`src/rtl/pipeline_trace_monitor.sv`:
```
// pipeline_trace_monitor: commit trace buffer, cycle/instret counters and breakpoint/external halt control.
// Defining TRACE_CYCLE_STAMP_EN stores cycle_cnt with each entry and adds the rd_cycle_o read port.
module pipeline_trace_monitor #(
  parameter int XLEN   = 32,
  parameter int DEPTH  = 16,
  parameter int NUM_BP = 2
) (
  input  logic                       clk,
  input  logic                       rst_n,
  input  logic                       commit_valid_i,
  input  logic [XLEN-1:0]            commit_pc_i,
  input  logic [31:0]                commit_instr_i,
  input  logic                       commit_rd_we_i,
  input  logic [4:0]                 commit_rd_addr_i,
  input  logic [XLEN-1:0]            commit_rd_data_i,
  input  logic [NUM_BP-1:0]          bp_en_i,
  input  logic [NUM_BP*XLEN-1:0]     bp_addr_i,
  input  logic                       halt_req_i,
  input  logic                       resume_i,
  output logic                       stall_o,
  output logic                       halted_o,
  output logic [1:0]                 halt_cause_o,
  input  logic                       rd_req_i,
  input  logic [$clog2(DEPTH)-1:0]   rd_idx_i,
  output logic                       rd_valid_o,
  output logic [XLEN-1:0]            rd_pc_o,
  output logic [31:0]                rd_instr_o,
  output logic [4:0]                 rd_rd_addr_o,
  output logic [XLEN-1:0]            rd_rd_data_o,
  output logic [$clog2(DEPTH):0]     count_o,
  output logic                       overflow_o,
  output logic [63:0]                cycle_cnt_o,
`ifdef TRACE_CYCLE_STAMP_EN
  output logic [63:0]                rd_cycle_o,
`endif
  output logic [63:0]                instret_o
);
  localparam int AW = $clog2(DEPTH);
  localparam logic [AW:0] FULL = (AW+1)'(DEPTH);
  typedef enum logic {RUN, HALTED} state_e;
  state_e state_q, state_d;
  logic [1:0] cause_q, cause_d;
  logic [AW-1:0] wr_ptr_q, wr_ptr_d, base, rd_ptr;
  logic [AW:0] count_q, count_d;
  logic overflow_q, overflow_d;
  logic [63:0] cycle_q, cycle_d, instret_q, instret_d;
  logic rd_valid_q, rd_valid_d;
  logic [XLEN-1:0] rd_pc_q, rd_pc_d, rd_data_q, rd_data_d;
  logic [31:0] rd_instr_q, rd_instr_d;
  logic [4:0] rd_addr_q, rd_addr_d;
  logic capture, bp_hit, rd_hit;
  logic [XLEN-1:0] pc_mem [DEPTH];
  logic [31:0] instr_mem [DEPTH];
  logic [4:0] addr_mem [DEPTH];
  logic [XLEN-1:0] data_mem [DEPTH];
`ifdef TRACE_CYCLE_STAMP_EN
  logic [63:0] cyc_mem [DEPTH];
  logic [63:0] rd_cycle_q, rd_cycle_d;
`endif
  always_comb begin
    bp_hit = 1'b0;
    for (int k = 0; k < NUM_BP; k++)
      bp_hit = bp_hit | (bp_en_i[k] && commit_pc_i == bp_addr_i[k*XLEN +: XLEN]);
    capture = state_q == RUN && commit_valid_i;
    // oldest entry sits count entries behind the write pointer
    base = wr_ptr_q - count_q[AW-1:0];
    rd_ptr = base + rd_idx_i;
    rd_hit = rd_req_i && {1'b0, rd_idx_i} < count_q;
    state_d = state_q;
    cause_d = cause_q;
    if (state_q == RUN && ((capture && bp_hit) || halt_req_i)) begin
      state_d = HALTED;
      cause_d = capture && bp_hit ? 2'd1 : 2'd2;
    end else if (state_q == HALTED && resume_i) begin
      state_d = RUN;
      cause_d = 2'd0;
    end
    wr_ptr_d = capture ? wr_ptr_q + 1'b1 : wr_ptr_q;
    count_d = capture && count_q != FULL ? count_q + 1'b1 : count_q;
    overflow_d = overflow_q | (capture && count_q == FULL);
    instret_d = capture ? instret_q + 64'd1 : instret_q;
    cycle_d = state_q == RUN ? cycle_q + 64'd1 : cycle_q;
    rd_valid_d = rd_req_i;
    rd_pc_d = rd_hit ? pc_mem[rd_ptr] : '0;
    rd_instr_d = rd_hit ? instr_mem[rd_ptr] : '0;
    rd_addr_d = rd_hit ? addr_mem[rd_ptr] : '0;
    rd_data_d = rd_hit ? data_mem[rd_ptr] : '0;
`ifdef TRACE_CYCLE_STAMP_EN
    rd_cycle_d = rd_hit ? cyc_mem[rd_ptr] : '0;
`endif
  end
  always_ff @(posedge clk or negedge rst_n) begin
    if (!rst_n) begin
      state_q <= RUN;
      cause_q <= '0;
      wr_ptr_q <= '0;
      count_q <= '0;
      overflow_q <= 1'b0;
      cycle_q <= '0;
      instret_q <= '0;
      rd_valid_q <= 1'b0;
      rd_pc_q <= '0;
      rd_instr_q <= '0;
      rd_addr_q <= '0;
      rd_data_q <= '0;
`ifdef TRACE_CYCLE_STAMP_EN
      rd_cycle_q <= '0;
`endif
    end else begin
      state_q <= state_d;
      cause_q <= cause_d;
      wr_ptr_q <= wr_ptr_d;
      count_q <= count_d;
      overflow_q <= overflow_d;
      cycle_q <= cycle_d;
      instret_q <= instret_d;
      rd_valid_q <= rd_valid_d;
      rd_pc_q <= rd_pc_d;
      rd_instr_q <= rd_instr_d;
      rd_addr_q <= rd_addr_d;
      rd_data_q <= rd_data_d;
`ifdef TRACE_CYCLE_STAMP_EN
      rd_cycle_q <= rd_cycle_d;
`endif
    end
  end
  // writeback fields are zeroed at capture so reads need no we bit
  always_ff @(posedge clk) begin
    if (capture) begin
      pc_mem[wr_ptr_q] <= commit_pc_i;
      instr_mem[wr_ptr_q] <= commit_instr_i;
      addr_mem[wr_ptr_q] <= commit_rd_we_i ? commit_rd_addr_i : 5'd0;
      data_mem[wr_ptr_q] <= commit_rd_we_i ? commit_rd_data_i : '0;
`ifdef TRACE_CYCLE_STAMP_EN
      cyc_mem[wr_ptr_q] <= cycle_q;
`endif
    end
  end
  assign stall_o = state_q == HALTED;
  assign halted_o = state_q == HALTED;
  assign halt_cause_o = cause_q;
  assign rd_valid_o = rd_valid_q;
  assign rd_pc_o = rd_pc_q;
  assign rd_instr_o = rd_instr_q;
  assign rd_rd_addr_o = rd_addr_q;
  assign rd_rd_data_o = rd_data_q;
  assign count_o = count_q;
  assign overflow_o = overflow_q;
  assign cycle_cnt_o = cycle_q;
  assign instret_o = instret_q;
`ifdef TRACE_CYCLE_STAMP_EN
  assign rd_cycle_o = rd_cycle_q;
`endif
endmodule

```
`config.mk`:
```
export PLATFORM = sky130hd
export DESIGN_NAME = pipeline_trace_monitor
export DESIGN_NICKNAME = d
export VERILOG_FILES = /design/src/rtl/pipeline_trace_monitor.sv
export SDC_FILE = /design/constraint.sdc
export NUM_CORES = 2
export LEC_CHECK = 0
export ABC_AREA = 1
export ABC_CLOCK_PERIOD_IN_PS = 18100
export CORE_MARGIN = 3
export CORE_UTILIZATION = 45
export DETAILED_ROUTE_END_ITERATION = 7
export GPL_TIMING_DRIVEN = 0
export SLEW_MARGIN = 30
export SYNTH_ARGS = -nofsm -noshare
export SYNTH_HDL_FRONTEND = slang
export SYNTH_SLANG_ARGS = --single-unit
```
`constraint.sdc`:
```
create_clock -name clk -period 18.1 [get_ports clk]
set_clock_uncertainty 0.05 [all_clocks]
set_input_delay 1.81 -clock clk [delete_from_list [all_inputs] [get_ports clk]]
set_output_delay 1.81 -clock clk [all_outputs]
set_load 0.01 [all_outputs]
```
==> metrics <==
Area growth, synth to finish=20.7%; WHS Endpoint=instret_o[63]$_DFFE_PN0P_; Cells after Synth=6,415; H-tree Lvls=4; Max Used Layer=met5; WL met1=96,900 um; Routed Antenna Nets=0; Iter 0 DRT Violations=between 5,000 and 6,000; Multi-input gate area=19,800 um^2; # hold bufs at CTS=0; Seq cells post-synth=about 1,900; die footprint=176,000 um^2; IO buf count=roughly 420; Rows=151; post-CTS setup buffers=0; critical path arrival=6.38 ns; gr usage total=0.262; Yosys Warn Count=0; worst hold start=instret_o[63]$_DFFE_PN0P_; WHS Path Cells=1; synth unique cells=37; Root Driver=clkbuf_16; Reg-to-Reg End=rd_pc_o[31]$_DFF_PN0_; EDFF count, synth=1,616; DIE HEIGHT=about 420 um; Max Clk Rate=approximately 170 MHz; vias in the first global route=just over 50,000; clk slew on worst S/H paths=~0.06 ns; reg2reg start=wr_ptr_q[0]$_DFFE_PN0P_; TritonCTS Sinks=1,859; GP Congestion=slightly above 0.9; Vias/cell=5.56; Final min period=around 5.7 ns; first drt pass iteration count=5; Avg WL per Cell=24.6 um; Core ar.=roughly 170,000 um^2; final WL=around 230,000 um; final setup fails=0; CTS-repair resized insts=0; relative slew slack=0.273; worst-path fanout max=10; gr ovfl total=0; initial core utilization=0.453; crit path cell chain=clkdlybuf4s50_1, inv_1, fa_1, inv_1, fa_1, buf_2, inv_2, buf_2, buf_1, a21oi_1, a22oi_1, mux2i_1, nand2_1, nand2_1, nor2_1; nets=around 7,300; Die Wd=419 um; maxcap violations=0; via count=approximately 53,000; antenna violations before repair=16; Post-Syn Area=76,900 um^2; Seq/Total Area, Yosys=0.710; Slew @ Worst Pin=between 1 and 1.5 ns; setup TNS=0 ns; reg2reg path depth=15; Top delay family on crit path=buffers and inverters; first-pass GRT wire length=roughly 340,000 um; WL met2=110,000 um; # fillers=14,200; layout cells sized above 1=0.0729; status=finished clean; crit start category=input port; slowest CP cell=buf_1; worst endpoint required time=18.74 ns; Crit. End Element=register; TritonCTS clock tree=built; Slew Viols, Final=0; Worst Setup Path Type=in2reg; final period utilization=0.318; Final Hold Viols=0; DRC=0; buffers from clock root to sink, at most=3; slowest stage delay, CP=roughly 0.7 ns; I/O pins=418; detailed placer's ending HPWL=between 150,000 and 200,000 um; RSZ-0062 raised after global routing=false; R2R setup slack=13.37 ns; Final Core Density=0.547; CP bufs+invs=7; ys async rst share=0.131; clk_lat worst skew=0.84 ns; Synth Area per Inst=12.0 um^2; net count after synthesis=6,611; Num CTS Buffers=190; HP Class=reg2reg; largest net degree at the start of global routing=81; met3 wire len=approximately 18,000 um; Top FF cell, synth=edfxtp_1; Reg area=54,600 um^2
## registers in the layout (all words and copies together), names as in the netlist, 32 cells and up
name and count:
data_mem 512, instr_mem 512, pc_mem 512, addr_mem 80, cycle_cnt_o 64, instret_o 64
rd_instr_o 32, rd_pc_o 32, rd_rd_data_o 32
## worst max path at each step
| stage | startpoint | endpoint | slack (ns) | depth (start not counted) |
|---|---|---|---|---|
| final | rd_idx_i[1] | rd_pc_o[31]$_DFF_PN0_ | 12.35 | 15 |
| after global routing | rd_idx_i[1] | rd_pc_o[31]$_DFF_PN0_ | 12.36 | 15 |
| after CTS | rd_idx_i[1] | rd_pc_o[31]$_DFF_PN0_ | 12.49 | 15 |
| after detailed placement | rd_idx_i[1] | rd_pc_o[31]$_DFF_PN0_ | 11.63 | 15 |
| after global placement | rst_n | rd_pc_o[25]$_DFF_PN0_ | 3.58 | 1 |
| after floorplan | commit_valid_i | addr_mem[0][0]$_DFFE_PP_ | 10.84 | 5 |
## metal layers
layer / GRT usage / vias to the layer above
li1: - / 24200
met1: 0.360 / 26000
met2: 0.423 / 2243
met5: 0 / -
met3: 0.0412 / 402
met4: 0.0984 / 2
## cell usage after synthesis, drive strengths merged, types with 53 or more instances
cell type,n,area [um^2]
o21ai,53,265
mux2i,200,2000
a21oi,807,4040
nor2,366,1410
dfrtp,243,6080
nand3,101,505
inv,320,1200
xor2,72,631
nor3,54,285
edfxtp,1616,48500
buf,145,708
nand2,1716,6460
a22oi,400,3000
clkbuf,192,721
## final cells by class
type                    count  share of cell area
well taps                2218              0.0299
flip-flops and latches   1859               0.588
multi-input cells        3898               0.213
diodes                      8            0.000216
clock buffers             277              0.0578
repair buffers            526              0.0768
plain buffers             337              0.0155
inverters                 321              0.0130
clock inverters            66             0.00563
## worst register-to-register path, delay by kind of cell (launching register included)
family | cells | cell delay [ns]
and+or+nand+nor | 3 | 0.46
AOI/OAI and AO/OA | 2 | 0.33
adders and majority gates | 3 | 1.12
DFF | 1 | 0.41
buffers and inverters | 6 | 2.03
muxes | 1 | 0.15
## through the flow
stage               instance area (um^2)  cells  setup WS [ns]  hold WS [ns]
global placement                   83900   9049           3.58         0.410
finish                             92900   9510          12.35         0.424
floorplan                          76900   6415          10.84         0.454
detailed placement                 87000   9159          11.63         0.418
CTS                                92800   9502          12.49         0.426
global route                       92900   9505          12.36         0.452
## cells by family (layout without fill, tap and decap cells)
kind of cell | after synthesis | after routing | share of synthesized area
flops | 1859 | 1859 | 0.710
xor+xnor | 118 | 118 | 0.0134
buf+inv | 658 | 1527 | 0.0342
compound gates | 1269 | 1269 | 0.0958
fa+ha+maj | 18 | 18 | 0.00322
mux | 200 | 200 | 0.0260
other cells | 0 | 8 | 0
simple gates | 2293 | 2293 | 0.117
## placed cells by master (no fill, tap or decap), types with 5 or more instances in the layout
master and n:
nand3_1 101, inv_2 5, diode_2 8, xnor2_1 45
nor3_1 51, dfrtp_1 243, ha_1 15, o22ai_1 6
inv_6 7, clkinv_2 18, buf_2 116, nor2_1 342
edfxtp_1 1616, inv_1 315, buf_8 5, nor2_4 20
and2_1 6, nand2_1 1712, a22oi_1 400, clkbuf_2 7
mux2i_1 200, clkbuf_1 247, buf_1 25, buf_16 104
nand4_1 42, nand3b_1 5, clkbuf_8 22, o21ai_0 52
clkbuf_16 193, clkinv_1 26, a21oi_1 807, clkdlybuf4s50_1 415
xor2_1 72
Power is left out: the tool's default activity adds up to more than one toggle a clock period on the data nets, which glitch-free logic cannot reach.
